$ cat src/rtl/mem_port_arb_pkg.sv
// Shared types and default widths for the unified memory port arbiter.
package mem_port_arb_pkg;

  localparam int DEF_ADDR_W = 32;
  localparam int DEF_DATA_W = 32;

  typedef enum logic [1:0] {
    IDLE = 2'd0,
    REQ  = 2'd1,
    RSP  = 2'd2
  } state_t;

  typedef enum logic [1:0] {
    OWN_NONE = 2'd0,
    OWN_IF   = 2'd1,
    OWN_D    = 2'd2
  } owner_t;

endpackage

$ cat src/rtl/mem_port_arb_sel.sv
// Winner selection between fetch and data requesters, with a bounded data streak
// so a pending fetch is served after at most D_STREAK_MAX consecutive data grants.
module mem_port_arb_sel
  import mem_port_arb_pkg::*;
#(
  parameter int D_STREAK_MAX = 4
) (
  input  logic clk,
  input  logic rst_n,
  input  logic if_req,
  input  logic d_req,
  input  logic gnt_stb,
  output logic sel_d
);

  localparam int SW = $clog2(D_STREAK_MAX + 1);
  localparam logic [SW-1:0] STREAK_SAT = SW'(D_STREAK_MAX);

  logic [SW-1:0] streak_r;
  logic          at_max_s;

  // Data wins unless the streak is exhausted while fetch is also waiting.
  always_comb begin
    at_max_s = 1'b0;
    sel_d    = 1'b0;
    at_max_s = (streak_r == STREAK_SAT);
    sel_d    = d_req & ~(if_req & at_max_s);
  end

  // Streak counter: counts data grants that made fetch wait, cleared by any fetch grant.
  always_ff @(posedge clk or negedge rst_n) begin
    if (!rst_n) begin
      streak_r <= {SW{1'b0}};
    end else if (gnt_stb) begin
      if (!sel_d) begin
        streak_r <= {SW{1'b0}};
      end else if (if_req && !at_max_s) begin
        streak_r <= streak_r + {{(SW-1){1'b0}}, 1'b1};
      end else begin
        streak_r <= streak_r;
      end
    end else begin
      streak_r <= streak_r;
    end
  end

endmodule

$ cat src/rtl/mem_port_arbiter.sv
// Arbitrates the fetch and data requesters onto one shared memory port, one transaction at a time.
// Optional performance counters are enabled by defining MEM_PORT_ARB_PERF_EN.
module mem_port_arbiter
  import mem_port_arb_pkg::*;
#(
  parameter int ADDR_W       = DEF_ADDR_W,
  parameter int DATA_W       = DEF_DATA_W,
  parameter int D_STREAK_MAX = 4
) (
  input  logic                clk,
  input  logic                rst_n,
  input  logic                if_req,
  input  logic [ADDR_W-1:0]   if_addr,
  output logic                if_gnt,
  output logic                if_rvalid,
  output logic [DATA_W-1:0]   if_rdata,
  input  logic                d_req,
  input  logic                d_we,
  input  logic [ADDR_W-1:0]   d_addr,
  input  logic [DATA_W-1:0]   d_wdata,
  input  logic [DATA_W/8-1:0] d_be,
  output logic                d_gnt,
  output logic                d_rvalid,
  output logic [DATA_W-1:0]   d_rdata,
  output logic                mem_req,
  output logic                mem_we,
  output logic [ADDR_W-1:0]   mem_addr,
  output logic [DATA_W-1:0]   mem_wdata,
  output logic [DATA_W/8-1:0] mem_be,
  input  logic                mem_gnt,
  input  logic                mem_rvalid,
  input  logic [DATA_W-1:0]   mem_rdata,
  output logic                busy,
  output logic                err_unexp
`ifdef MEM_PORT_ARB_PERF_EN
  ,
  output logic [31:0]         perf_if_grants,
  output logic [31:0]         perf_d_grants,
  output logic [31:0]         perf_wait_cycles
`endif
);

  localparam int BE_W = DATA_W / 8;

  state_t              state_r, state_nx_s;
  owner_t              owner_r;
  logic                gnt_stb_s, sel_d_s, rsp_hit_s;
  logic                we_r;
  logic [ADDR_W-1:0]   addr_r;
  logic [DATA_W-1:0]   wdata_r;
  logic [BE_W-1:0]     be_r;
  logic                if_rvalid_r, d_rvalid_r, err_unexp_r;
  logic [DATA_W-1:0]   if_rdata_r, d_rdata_r;

  mem_port_arb_sel #(
    .D_STREAK_MAX (D_STREAK_MAX)
  ) u_sel (
    .clk     (clk),
    .rst_n   (rst_n),
    .if_req  (if_req),
    .d_req   (d_req),
    .gnt_stb (gnt_stb_s),
    .sel_d   (sel_d_s)
  );

  // Next-state and grant decode; grants are combinational so a request is taken in its first IDLE cycle.
  always_comb begin
    state_nx_s = state_r;
    gnt_stb_s  = 1'b0;
    rsp_hit_s  = 1'b0;
    case (state_r)
      IDLE: begin
        if (if_req || d_req) begin
          gnt_stb_s  = 1'b1;
          state_nx_s = REQ;
        end else begin
          state_nx_s = IDLE;
        end
      end
      REQ: begin
        if (mem_gnt) begin
          state_nx_s = RSP;
        end else begin
          state_nx_s = REQ;
        end
      end
      RSP: begin
        if (mem_rvalid) begin
          rsp_hit_s  = 1'b1;
          state_nx_s = IDLE;
        end else begin
          state_nx_s = RSP;
        end
      end
      default: begin
        state_nx_s = IDLE;
      end
    endcase
  end

  // State register.
  always_ff @(posedge clk or negedge rst_n) begin
    if (!rst_n) begin
      state_r <= IDLE;
    end else begin
      state_r <= state_nx_s;
    end
  end

  // Request latch: fields stay frozen from grant until the next grant, covering all of REQ.
  always_ff @(posedge clk or negedge rst_n) begin
    if (!rst_n) begin
      owner_r <= OWN_NONE;
      we_r    <= 1'b0;
      addr_r  <= {ADDR_W{1'b0}};
      wdata_r <= {DATA_W{1'b0}};
      be_r    <= {BE_W{1'b0}};
    end else if (gnt_stb_s) begin
      if (sel_d_s) begin
        owner_r <= OWN_D;
        we_r    <= d_we;
        addr_r  <= d_addr;
        wdata_r <= d_wdata;
        be_r    <= d_be;
      end else begin
        owner_r <= OWN_IF;
        we_r    <= 1'b0;
        addr_r  <= if_addr;
        wdata_r <= {DATA_W{1'b0}};
        be_r    <= {BE_W{1'b1}};
      end
    end else if (rsp_hit_s) begin
      owner_r <= OWN_NONE;
    end else begin
      owner_r <= owner_r;
    end
  end

  // Response routing to the owner, plus flagging responses that arrive outside RSP.
  always_ff @(posedge clk or negedge rst_n) begin
    if (!rst_n) begin
      if_rvalid_r <= 1'b0;
      d_rvalid_r  <= 1'b0;
      err_unexp_r <= 1'b0;
      if_rdata_r  <= {DATA_W{1'b0}};
      d_rdata_r   <= {DATA_W{1'b0}};
    end else begin
      if_rvalid_r <= rsp_hit_s && (owner_r == OWN_IF);
      d_rvalid_r  <= rsp_hit_s && (owner_r == OWN_D);
      err_unexp_r <= mem_rvalid && (state_r != RSP);
      if (rsp_hit_s && (owner_r == OWN_IF)) begin
        if_rdata_r <= mem_rdata;
      end
      if (rsp_hit_s && (owner_r == OWN_D)) begin
        d_rdata_r <= mem_rdata;
      end
    end
  end

  assign if_gnt    = gnt_stb_s & ~sel_d_s;
  assign d_gnt     = gnt_stb_s & sel_d_s;
  assign mem_req   = (state_r == REQ);
  assign busy      = (state_r != IDLE);
  assign mem_we    = we_r & (state_r == REQ);
  assign mem_addr  = addr_r;
  assign mem_wdata = wdata_r;
  assign mem_be    = be_r;
  assign if_rvalid = if_rvalid_r;
  assign d_rvalid  = d_rvalid_r;
  assign if_rdata  = if_rdata_r;
  assign d_rdata   = d_rdata_r;
  assign err_unexp = err_unexp_r;

`ifdef MEM_PORT_ARB_PERF_EN
  logic [31:0] perf_if_r, perf_d_r, perf_wait_r;
  logic        wait_s;

  assign wait_s = (if_req & ~if_gnt) | (d_req & ~d_gnt);

  // Saturating event counters.
  always_ff @(posedge clk or negedge rst_n) begin
    if (!rst_n) begin
      perf_if_r   <= 32'd0;
      perf_d_r    <= 32'd0;
      perf_wait_r <= 32'd0;
    end else begin
      if (if_gnt && (perf_if_r != 32'hFFFF_FFFF)) begin
        perf_if_r <= perf_if_r + 32'd1;
      end
      if (d_gnt && (perf_d_r != 32'hFFFF_FFFF)) begin
        perf_d_r <= perf_d_r + 32'd1;
      end
      if (wait_s && (perf_wait_r != 32'hFFFF_FFFF)) begin
        perf_wait_r <= perf_wait_r + 32'd1;
      end
    end
  end

  assign perf_if_grants   = perf_if_r;
  assign perf_d_grants    = perf_d_r;
  assign perf_wait_cycles = perf_wait_r;
`endif

endmodule

$ cat config.mk
export PLATFORM = sky130hd
export DESIGN_NAME = mem_port_arbiter
export DESIGN_NICKNAME = d
export VERILOG_FILES = /design/src/rtl/mem_port_arb_pkg.sv /design/src/rtl/mem_port_arb_sel.sv /design/src/rtl/mem_port_arbiter.sv
export SDC_FILE = /design/constraint.sdc
export NUM_CORES = 1
export LEC_CHECK = 0
export BUFFER_PORTS_ARGS = -buffer_cell sky130_fd_sc_hd__buf_4
export CAP_MARGIN = 10
export CORE_UTILIZATION = 45
export CTS_BUF_LIST = sky130_fd_sc_hd__clkbuf_4
export DETAILED_ROUTE_END_ITERATION = 8
export PLACE_DENSITY_LB_ADDON = 0.2
export SLEW_MARGIN = 20
export SYNTH_ARGS = -nofsm -noshare
export SYNTH_HDL_FRONTEND = slang
export SYNTH_SLANG_ARGS = --single-unit
$ cat constraint.sdc
create_clock -name clk -period 3.93 [get_ports clk]
set_input_delay 0.1965 -clock clk [delete_from_list [all_inputs] [get_ports clk]]
set_output_delay 0.1965 -clock clk [all_outputs]
set_load 0.03 [all_outputs]
## Word-level counts from Yosys, hierarchy flattened

Cells that the tools add are included.

| word-level totals | value |
|---|---|
| input bits | 139 |
| flip-flop bits (word level) | 143 |
| output and inout port bits | 140 |
| word-level logic and storage cells | 54 |

| operators by class | value |
|---|---|
| bitwise operators | 7 |
| mux-type cells | 17 |
| equality and inequality tests | 7 |
| $add $sub $neg | 1 |
| reduce and logical (&&, ||, !) cells | 10 |

Operator list:

| cell | number |
|---|---|
| $mux W32 | 2 |
| $mux W2 | 5 |
| $mux W1 | 6 |
| $mux W3 | 2 |
| $pmux W2 S3 | 1 |
| $and A1 B1 Y1 | 5 |
| $eq A2 B1 Y1 const B | 2 |
| $eq A2 B2 Y1 const B | 2 |
| $logic_and A1 B1 Y1 | 4 |
| $mux W4 | 1 |
| $reduce_bool A2 Y1 | 2 |
| $add A3 B1 Y3 const B | 1 |
| $eq A3 B3 Y1 const B | 1 |
| $logic_not A2 Y1 | 1 |
| $ne A2 B1 Y1 const B | 1 |
| $ne A2 B2 Y1 const B | 1 |
| $not A1 Y1 | 2 |
| $reduce_and A2 Y1 | 1 |
| $logic_not A1 Y1 | 1 |
| $logic_or A1 B1 Y1 | 1 |

## Logic depth before layout (Yosys ltp)

| depth | value |
|---|---|
| depth after elaboration | 6 |
| depth in mapped cells | 8 |
| mapped depth without buffers | 6 |

## Modules after synthesis

From an unflattened synthesis, not the netlist that was laid out.

| second synthesis, totals | value |
|---|---|
| cells, all modules | 479 |
| area, all modules | 6002.0 um^2 |

Modules (own cells, without submodules):

| module | sequential area each (um^2) | cells an instance | area an instance (um^2) | times used |
|---|---|---|---|---|
| mem_port_arbiter | 3503.4 | 461 | 5813.1 | 1 |
| mem_port_arb_sel | 75.1 | 18 | 188.9 | 1 |

## Least setup slack after synthesis

No wires, ideal clock.

| timing path | value |
|---|---|
| path type | reg2reg |
| start | register u_sel.streak_r[0] |
| end | register wdata_r[15] (netlist: mem_wdata[15]) |
| data required time | 3.862 ns |
| arrival | 1.629 ns |
| stages on the path, launching flop included | 8 |
| path slack | 2.233 ns |
| clock period less this slack | 1.697 ns |
| setup time | 0.068 ns |
| buffers on the path | 1 |
| cells stage by stage | dfrtp_1 inv_1 ha_1 nand3_1 nand3_1 inv_2 clkbuf_1 a22o_1 |

| between the ends | value |
|---|---|
| longest elaborated chain between the ends | 5 |

Ends and longest elaborated chain:

| what | line | source |
|---|---|---|
| start: declaration | mem_port_arb_sel.sv:19 | `logic [SW-1:0] streak_r;` |
| start signal: assignment | mem_port_arb_sel.sv:33 | `streak_r <= {SW{1'b0}};` |
| start signal: assignment | mem_port_arb_sel.sv:36 | `streak_r <= {SW{1'b0}};` |
| start signal: assignment | mem_port_arb_sel.sv:38 | `streak_r <= streak_r + {{(SW-1){1'b0}}, 1'b1};` |
| $eq A3 B3 Y1 | mem_port_arb_sel.sv:26 | `at_max_s = (streak_r == STREAK_SAT);` |
| $and A1 B1 Y1 | mem_port_arb_sel.sv:27 | `sel_d = d_req & ~(if_req & at_max_s);` |
| $not A1 Y1 | mem_port_arb_sel.sv:27 |  |
| $and A1 B1 Y1 | mem_port_arb_sel.sv:27 |  |
| $mux W32 | mem_port_arbiter.sv:119 | `if (sel_d_s) begin` |
| end signal: assignment | mem_port_arbiter.sv:116 | `wdata_r <= {DATA_W{1'b0}};` |
| end signal: assignment | mem_port_arbiter.sv:123 | `wdata_r <= d_wdata;` |
| end signal: assignment | mem_port_arbiter.sv:129 | `wdata_r <= {DATA_W{1'b0}};` |
| end: declaration | mem_port_arbiter.sv:50 | `logic [DATA_W-1:0] wdata_r;` |

Every way passes these cells.
A chain may end at the register's enable or synchronous reset.

## Final worst setup path

| timing path | value |
|---|---|
| start | register state_r[1] |
| end | output d_gnt |

| between the ends | value |
|---|---|
| longest elaborated chain between the ends | 3 |

Ends and longest elaborated chain:

| what | line | source |
|---|---|---|
| start: declaration | mem_port_arbiter.sv:45 | `state_t state_r, state_nx_s;` |
| start signal: assignment | mem_port_arbiter.sv:106 | `state_r <= state_nx_s;` |
| $logic_not A2 Y1 | mem_port_arbiter.sv:71 | `case (state_r)` |
| $mux W1 | mem_port_arbiter.sv:71 |  |
| $and A1 B1 Y1 | mem_port_arbiter.sv:161 | `assign d_gnt = gnt_stb_s & sel_d_s;` |
| end: declaration | mem_port_arbiter.sv:22 | `output logic d_gnt,` |

Every way passes these cells.

==> results.py <==
metrics = {
    "synth": {
        "async_flop_share_pct": 100,
        "yosysTopAreaCell": "dfrtp_1",
        "syn_inst": 370,
        "synth.net_count": 511,
        "synth_area_leaders": "dfrtp_1 (64%), mux2_2 (13%), a221o_1 (5.7%)",
        "syn_avg_cell_area_um2": 15.1,
        "synth_edf_count": 0,
        "synth_top_area_share_pct": 63.9,
        "yosysWarningCount": 0,
        "yosysMostFrequentCell": "dfrtp_1",
        "synth_ff_type": "dfrtp_1",
        "synthTopCellsByCount": "dfrtp_1 (143), mux2_2 (64), a22o_1 (33), a221o_1 (32), nor3b_1 (32)",
        "synth.distinct_cells": 30,
        "synth_seq_area_share_pct": 63.9,
        "synth-seq-cells": 143,
        "netlist_area_um2": 5600,
    },
    "timing": {
        "min_period_ps": 2870,
        "max_slew_margin_pct": 32.6,
        "grt_setup_unrepaired": "false",
        "slew_viol_final": 0,
        "fin_crit_sh_pct": 72.9,
        "fin_tns_setup_ps": 0,
        "final-setup-viol-count": 0,
        "max_freq_ghz": 0.349,
        "tightest_slew_ps": 1010,
        "hold_viol_final": 0,
        "skew_ps": 23.1,
    },
    "global_route": {
        "first_global_vias": 5017,
        "grt_pass1_wl_um": 26500,
        "grt_max_degree": 115,
        "antenna_found_initial": 1,
        "overflow": 0,
        "global_route.usage.met3_pct": 7.28,
        "grt.met1_usage_pct": 32.2,
        "use_met2_pct": 46.6,
        "busiest_layer": "met2",
        "grt_use_total_pct": 26.9,
    },
    "routing": {
        "drt_wl_total_um": 17100,
        "dr.pass1.iters": 4,
        "detail_route.wl_per_cell_um": 18.2,
        "num_vias": 4795,
        "drc_errors": 0,
        "vias_per_cell": 5.13,
        "drt-initial-drc-count": 261,
        "drtAntennaViolNets": 0,
    },
    "cts": {
        "cts_tree": "yes",
        "clk_pin_slew_ps": 130,
        "cts_root_buf": "clkbuf_4",
        "cts.sinks": 143,
        "cts_max_level": 4,
        "post_cts_buffers": 0,
        "cts_buffers": 17,
        "clkLatencyLatePin_ps": 510,
        "clockBufferDepth": 2,
    },
    "worst_setup_path": {
        "r2r-end": "mem_wdata[12]",
        "cp_cell_sequence": "nor2_1 > nand3_1 > inv_2 > buf_4",
        "regToRegStartpoint": "state_r[1]",
        "critPathRequiredTime_ps": 3730,
        "worst-path-buf-inv": 2,
        "r2r_cells": 5,
        "cp_top_family": "buffers and inverters",
        "path_max_fanout": 55,
        "max_stage_delay_ps": 810,
        "critical_path_class": "reg -> out",
        "critPathLaunchType": "register",
        "ff2ff_setup_slack_ps": 1500,
        "crit_path_top_delay_cell": "inv_2",
        "arrival_ps": 2670,
        "setup.worst_path.end_class": "primary output",
    },
    "cells_and_area": {
        "nets": 894,
        "stdcell_area_um2": 9180,
        "seqCellArea_um2": 3580,
        "drive_above_1_share_pct": 51.0,
        "multiInputGateArea_um2": 1850,
        "fillers": 761,
        "area_growth_pct": 63.9,
    },
    "place": {
        "port-buffer-count": 278,
        "gp_congestion": 0.775,
        "dp_hpwl_um": 10500,
        "placed_cell_area_um2": 7800,
    },
    "pwr": {
        "power_density_nw_per_um2": 763,
        "ir_worst_vdd_v": 0.000462,
        "switchingPower_mw": 3.03,
        "clock_power_share_pct": 13.6,
        "internal_power_mw": 3.97,
        "cellLeakagePower_nw": 4.50,
        "p_sw_share_pct": 43.3,
        "sequentialPowerShare_pct": 35.0,
        "power_frac_comb_pct": 51.4,
    },
    "min_path": {
        "min_from": "if_addr[25]",
        "holdCritPathClass": "in -> reg",
        "holdPathStages": 3,
        "whs_endpoint": "mem_addr[25]",
    },
    "die": {
        "die_h_um": 114,
        "boundaryPins": 279,
        "start_util_pct": 46.4,
        "core_area_um2": 12100,
        "die_w_um": 114,
        "core.rowCount": 40,
        "dieArea_um2": 12900,
    },
    "run": {
        "drv_cap": 0,
    },
    "outcome": {
        "outcome": "completed",
    },
}
-- tightest hold or removal path, cell delays in order --
cell and delay (ps):
buf_4 80, nor3b_1 160, a221o_1 130
-- layout by cell type (no fill, tap or decap), types with 2 or more instances in the layout --
cell	n
nor3b_4	2
clkinv_2	2
inv_6	4
nor2_1	3
o22a_1	4
o21ai_0	3
clkinvlp_4	3
dlygate4sd3_1	105
clkbuf_4	17
a221o_1	32
nor3b_1	32
nand3_1	2
nand2_1	2
and2_1	2
clkinv_4	4
bufinv_16	2
mux2_2	64
ha_1	2
buf_4	284
dfrtp_1	143
nand2b_1	2
inv_1	5
a22o_1	33
a31o_2	2
-- worst max-delay path by stage --
stage | from | endpoint | slack, ps | cells past startpoint
2_1_floorplan | u_sel.streak_r[0] | mem_wdata[15] | 2230 | 7
4_1_cts | state_r[1] | d_gnt | 1030 | 4
6_report | state_r[1] | d_gnt | 1060 | 4
3_3_place_gp | state_r[1] | mem_wdata[28] | 1680 | 5
3_5_place_dp | state_r[1] | mem_wdata[12] | 1540 | 5
5_1_grt | state_r[1] | d_gnt | 820 | 4
-- per-layer routing --
metal  vias up  wire [um]
li1       2169          -
met1      2361       6630
met2       233       8800
met3        32       1180
met4         0        448
met5         -          0
-- cells by family (layout without fill, tap and decap cells) --
logic type | count (synthesis) | count (layout) | synth area share [%]
other | 0 | 1 | 0
DFF | 143 | 143 | 63.9
and+or+nand+nor | 49 | 49 | 6.66
muxes | 64 | 64 | 12.9
buffers and inverters | 33 | 429 | 3.35
AOI/OAI and AO/OA | 79 | 79 | 12.7
adders and majority gates | 2 | 2 | 0.447
-- area by class of cell --
type	count	area share, %
Tap cell	168	2.29
Inverter	6	0.245
Clock inverter	15	1.77
Timing Repair Buffer	391	35.1
Multi-Input combinational cell	194	20.1
Clock buffer	17	1.39
Antenna cell	1	0.0273
Sequential cell	143	39.0
-- flip-flops by register name (all words and copies together), names as in the netlist --
register,cells
err_unexp,1
d_rvalid,1
mem_addr,32
u_sel.streak_r,3
owner_r,2
if_rdata,32
if_rvalid,1
state_r,2
d_rdata,32
mem_wdata,32
we_r,1
mem_be,4
-- power groups by stage --
| stage | combinational, mW | sequential, mW | clock, mW |
|---|---|---|---|
| 2_1_floorplan | 1.03 | 3.53 | 0 |
| 3_3_place_gp | 3.40 | 2.43 | 0 |
| 3_5_place_dp | 3.47 | 2.44 | 0 |
| 4_1_cts | 3.55 | 2.43 | 0.980 |
| 5_1_grt | 3.78 | 2.52 | 1.04 |
| 6_report | 3.60 | 2.45 | 0.953 |
-- timing repair --
item                                    in CTS  in global routing
hold buffers                               105                  0
gates resized for setup                      0                  0
hold endpoints to repair                   251                  0
endpoints found under the setup margin       0                  0
-- metrics by stage --
stage | total power, mW | worst slack (ps) | instances | utilization, % | hold slack, ps
finish | 7.00 | 1060 | 935 | 76.1 | 76.4
detailed placement | 5.92 | 1540 | 796 | 64.7 | 412
floorplan | 4.56 | 2230 | 370 | - | -99.1
CTS | 6.96 | 1030 | 933 | 75.8 | 31.4
global route | 7.33 | 824 | 935 | 76.1 | 43.2
global placement | 5.83 | 1680 | 796 | 64.7 | 401
No activity file was read; power rests on OpenSTA's default activity.
